## src/rtl/pong_game_ctrl.sv

```systemverilog
// Pong match sequencer: serve/play/score/over FSM, miss detection and per-player scores.
// Define PONG_PAUSE_EN to add in_button_pause and the PAUSE state.
module pong_game_ctrl #(
   parameter int unsigned D_WIDTH      = 639,
   parameter int unsigned WIN_SCORE    = 5,
   parameter int unsigned SERVE_FRAMES = 60,
   parameter int unsigned SCORE_FRAMES = 90,
   parameter int unsigned SCORE_W      = 4
) (
   input  logic               in_clock,
   input  logic               in_reset,
   input  logic               in_ani_stb,
   input  logic               in_button_start,
`ifdef PONG_PAUSE_EN
   input  logic               in_button_pause,
`endif
   input  logic [11:0]        in_ball_x1,
   input  logic [11:0]        in_ball_x2,
   output logic               out_animate,
   output logic               out_obj_reset,
   output logic               out_serve_dir,
   output logic [SCORE_W-1:0] out_score_l,
   output logic [SCORE_W-1:0] out_score_r,
   output logic [2:0]         out_state,
   output logic               out_winner
);

   localparam int unsigned MaxFrames =
      (SERVE_FRAMES > SCORE_FRAMES) ? SERVE_FRAMES : SCORE_FRAMES;
   localparam int unsigned FcntW = (MaxFrames > 1) ? $clog2(MaxFrames) : 1;

   typedef enum logic [2:0] {
      StIdle  = 3'd0,
      StServe = 3'd1,
      StPlay  = 3'd2,
      StScore = 3'd3,
      StOver  = 3'd4,
      StPause = 3'd5
   } state_e;

   state_e             state_q;
   logic [FcntW-1:0]   fcnt_q;
   logic [SCORE_W-1:0] score_l_q, score_r_q;
   logic               serve_dir_q, winner_q, obj_reset_q, start_prev_q;

   logic start_press, pause_press, serve_last, score_last, win_hit, r_wins;

   assign start_press = in_button_start & ~start_prev_q;
   assign serve_last  = (fcnt_q == FcntW'(SERVE_FRAMES - 1));
   assign score_last  = (fcnt_q == FcntW'(SCORE_FRAMES - 1));
   assign r_wins      = (score_r_q == SCORE_W'(WIN_SCORE));
   assign win_hit     = r_wins | (score_l_q == SCORE_W'(WIN_SCORE));

`ifdef PONG_PAUSE_EN
   logic pause_prev_q;

   assign pause_press = in_button_pause & ~pause_prev_q;

   always_ff @(posedge in_clock) begin
      if (in_reset) pause_prev_q <= 1'b1;
      else          pause_prev_q <= in_button_pause;
   end
`else
   // Without the pause feature StPause is never entered.
   assign pause_press = 1'b0;
`endif

   always_ff @(posedge in_clock) begin
      if (in_reset) begin
         state_q      <= StIdle;
         fcnt_q       <= '0;
         score_l_q    <= '0;
         score_r_q    <= '0;
         serve_dir_q  <= 1'b0;
         winner_q     <= 1'b0;
         obj_reset_q  <= 1'b0;
         start_prev_q <= 1'b1;
      end else begin
         start_prev_q <= in_button_start;
         obj_reset_q  <= 1'b0;
         unique case (state_q)
            StIdle: begin
               if (start_press) begin
                  score_l_q   <= '0;
                  score_r_q   <= '0;
                  fcnt_q      <= '0;
                  obj_reset_q <= 1'b1;
                  state_q     <= StServe;
               end
            end
            StServe: begin
               if (in_ani_stb) begin
                  if (serve_last) begin
                     fcnt_q  <= '0;
                     state_q <= StPlay;
                  end else begin
                     fcnt_q <= fcnt_q + 1'b1;
                  end
               end
            end
            StPlay: begin
               if (pause_press) begin
                  state_q <= StPause;
               end else if (in_ani_stb) begin
                  // Left-edge miss wins when both edges are out of the field.
                  if (in_ball_x1 == '0) begin
                     score_r_q   <= score_r_q + 1'b1;
                     serve_dir_q <= 1'b0;
                     fcnt_q      <= '0;
                     state_q     <= StScore;
                  end else if (in_ball_x2 >= 12'(D_WIDTH)) begin
                     score_l_q   <= score_l_q + 1'b1;
                     serve_dir_q <= 1'b1;
                     fcnt_q      <= '0;
                     state_q     <= StScore;
                  end
               end
            end
            StScore: begin
               if (in_ani_stb) begin
                  if (score_last) begin
                     fcnt_q <= '0;
                     if (win_hit) begin
                        winner_q <= r_wins;
                        state_q  <= StOver;
                     end else begin
                        obj_reset_q <= 1'b1;
                        state_q     <= StServe;
                     end
                  end else begin
                     fcnt_q <= fcnt_q + 1'b1;
                  end
               end
            end
            StOver: begin
               if (start_press) begin
                  score_l_q   <= '0;
                  score_r_q   <= '0;
                  winner_q    <= 1'b0;
                  fcnt_q      <= '0;
                  obj_reset_q <= 1'b1;
                  state_q     <= StServe;
               end
            end
            StPause: begin
               if (pause_press) state_q <= StPlay;
            end
            default: state_q <= StIdle;
         endcase
      end
   end

   assign out_animate   = (state_q == StPlay);
   assign out_obj_reset = obj_reset_q;
   assign out_serve_dir = serve_dir_q;
   assign out_score_l   = score_l_q;
   assign out_score_r   = score_r_q;
   assign out_state     = state_q;
   assign out_winner    = winner_q;

endmodule

```

## config.mk

```make
export PLATFORM = sky130hd
export DESIGN_NAME = pong_game_ctrl
export DESIGN_NICKNAME = d
export VERILOG_FILES = /design/src/rtl/pong_game_ctrl.sv
export SDC_FILE = /design/constraint.sdc
export NUM_CORES = 1
export LEC_CHECK = 0
export ABC_AREA = 1
export BUFFER_PORTS_ARGS = -buffer_cell sky130_fd_sc_hd__buf_4
export CORE_MARGIN = 4
export CORE_UTILIZATION = 35
export DETAILED_ROUTE_END_ITERATION = 8
export PLACE_DENSITY = 0.65
export SKIP_CTS_REPAIR_TIMING = 1
export SLEW_MARGIN = 20
export SYNTH_ARGS = -nofsm -noshare
export SYNTH_HDL_FRONTEND = slang
export SYNTH_SLANG_ARGS = --single-unit
```

## constraint.sdc

```tcl
create_clock -name in_clock -period 4.28 [get_ports in_clock]
set_input_delay 0.642 -clock in_clock [delete_from_list [all_inputs] [get_ports in_clock]]
set_output_delay 0.642 -clock in_clock [all_outputs]
set_load 0.02 [all_outputs]
```

==> flow_summary.ini <==
[status]
outcome = complete, no violations

[die]
io_pins = 43
fp.dieH_um = 75.4
die-area_um2 = 5680
start_util = 0.362
die_w_um = 75.4
rows = 24
core_um2 = 4380

[cells_and_area]
diodes = 0
fillers = 472
instances_no_fill = 346
layout_commonest_cell = nand2_1
drive_gt1_frac = 0.224
layout_common_cells = 57 x nand2_1, 45 x nor2_1, 42 x buf_4
multi_input_comb_area_um2 = 1030
nets = 329
final_area_um2 = 2020
syn_to_final_growth_pct = 27.4
regArea_um2 = 440

[detailed_routing]
avgRoutedWirePerCell_um = 11.6
drt_wl_total_mm = 4.03
drc = 0
drtAntennaViolNets = 0
first_pass_iters = 4
routed_via_density = 5.01
vias = 1733
drt_iter0_drc = 145

[clocking]
cts_tree = built
cts_sinks = 22
cts.path.max_buffers = 2
cts_buffers = 3
insertion_delay_ns = 0.27
cts.reportedPaths.clkPinSlew_ns = 0.09
ctsHtreeMaxLevel = 1
cts_root_buffer = clkbuf_8

[run]
cap_violations = 0

[worst_setup_path]
required_ns = 4.45
endpoint_kind = flop
worstPathMaxFanout = 12
critPathTopFamily = simple AND/OR/NAND/NOR gates
crit_slowest_cell = nor2_1
path_buf_inv = 1
cp_slowest_stage_delay_ns = 0.76
path_class = reg -> reg
cp-start-kind = flop
crit_arrival_ns = 2.21
cp_cell_sequence = nor2_1 > nand2_1 > nand2_1 > nor2_4 > nand2_4 > inv_1 > o21ai_0 > nor2_1

[global_routing]
antenna_found_initial = 0
grt_pass1_vias = 1584
grt_start_max_net_pins = 16
grtUsageTotal = 0.155
grt_remaining_overflow = 0
grt_pass1_wl_mm = 6.98

[synthesis]
synthArstFlopShare = 0
synthCells = 251
synth_nets = 285
ys.flop_type = dfxtp_1
synth-seq-cells = 22
synth_area_um2 = 1590
ys_types = 31
syn_avg_cell_area_um2 = 6.33
yosys_warnings = 0
seq_area_frac_synth = 0.277
synth_edf_count = 0

[power_and_ir_drop]
p_per_area_nw_per_um2 = 533
peakVddDrop_mv = 0.410
cellLeakagePower_nw = 0.936

[placed_design]
gp_congestion = 0.857
dpl.cell_count = 342
io_buffers = 42
dpl_cell_area_um2 = 1950
place_hpwl_mm = 3.20

[timing]
timing.hold.ws_ns = 0.472
worst_pin_slew_ns = 0.943
relSlewSlack = 0.369
finalMaxSlewViolations = 0
fin_skew_ns = 0.00734
final.period_utilization = 0.477
hold_viol_final = 0
timing.fmax_mhz = 490
rsz0062_at_grt = false
fin_tns_setup_ns = 0
setup_violations = 0
period_minus_slack_ns = 2.04

[hold_path]
hold_path.class = reg -> reg
==> worst register-to-register path, stage by stage (launching register included) <==
cell and delay [ns]:
dfxtp_1 0.39, nor2_1 0.76, nand2_1 0.22, nand2_1 0.17, nor2_4 0.06, nand2_4 0.09
inv_1 0.07, o21ai_0 0.14, nor2_1 0.06
==> sequential cells by signal, summed over array words and instances, names as in the netlist <==
register	cells
out_score_r	4
out_obj_reset	1
out_state	3
out_score_l	4
out_winner	1
out_serve_dir	1
fcnt_q	7
start_prev_q	1
==> cell type report <==
type	count	share of cell area
timing repair buffer	42	0.156
clock inverter	1	0.0148
clock buffer	3	0.0204
tap	52	0.0321
multi-input combinational	198	0.507
inverter	28	0.0519
sequential	22	0.218
==> report_power, final <==
group | total (W) | switching, W | internal (W)
sequential | 0.000305 | 0.0000606 | 0.000244
clock | 0.000196 | 0.0000710 | 0.000125
combinational | 0.000577 | 0.000369 | 0.000209
total | 0.00108 | 0.000500 | 0.000578
==> Yosys cell counts (2+ instances only) <==
| cell type | number | share of area |
|---|---|---|
| nand4_1 | 11 | 0.043 |
| a21oi_1 | 13 | 0.041 |
| inv_1 | 26 | 0.061 |
| nand2_1 | 57 | 0.13 |
| ha_1 | 6 | 0.047 |
| nor2_2 | 3 | 0.012 |
| nor2_1 | 45 | 0.11 |
| nand3_1 | 28 | 0.088 |
| o21ai_0 | 7 | 0.022 |
| nand2_2 | 2 | 0.0079 |
| xor2_1 | 3 | 0.017 |
| inv_2 | 2 | 0.0047 |
| a31oi_1 | 2 | 0.0079 |
| nor2_4 | 3 | 0.021 |
| nor3_1 | 2 | 0.0063 |
| a21oi_2 | 2 | 0.011 |
| dfxtp_1 | 22 | 0.28 |
| nand3_2 | 2 | 0.013 |
| nand2_4 | 3 | 0.021 |
==> worst paths after layout <==
kind / endpoint / startpoint / depth (start not counted) / slack [ns]
worst min-delay path: out_winner$_SDFFE_PP0P_ / out_winner$_SDFFE_PP0P_ / 2 / 0.47
worst max register to register: out_score_r[1]$_SDFFE_PP0P_ / out_state[0]$_SDFFE_PP0P_ / 8 / 2.24
worst max-delay path: out_score_r[1]$_SDFFE_PP0P_ / out_state[0]$_SDFFE_PP0P_ / 8 / 2.24
worst min register to register: out_winner$_SDFFE_PP0P_ / out_winner$_SDFFE_PP0P_ / 2 / 0.47
==> cells by family (layout without fill, tap and decap cells) <==
family	after synthesis	in the layout	share of synthesized area
fa+ha+maj	6	6	0.0472
compound gates	29	29	0.113
simple gates	160	160	0.470
flops	22	22	0.277
xor+xnor	3	3	0.0165
buf+inv	31	74	0.0764
==> metrics by stage <==
stage | setup WS, ns | utilization | power, W
after floorplan | 2.68 | - | 0.000729
final | 2.24 | 0.462 | 0.00108
after CTS | 2.21 | 0.462 | 0.00109
after global routing | 2.00 | 0.462 | 0.00118
after detailed placement | 2.24 | 0.445 | 0.000889
after global placement | 2.23 | 0.445 | 0.000887
==> layer usage <==
| layer | vias to the layer above | wire [µm] | global-route usage |
|---|---|---|---|
| li1 | 905 | - | - |
| met1 | 800 | 1920 | 0.208 |
| met2 | 24 | 1920 | 0.262 |
| met3 | 4 | 152 | 0.0237 |
| met4 | 0 | 34 | 0.0330 |
| met5 | - | 0 | 0 |
Note: power is estimated with default switching activity, not from simulation.
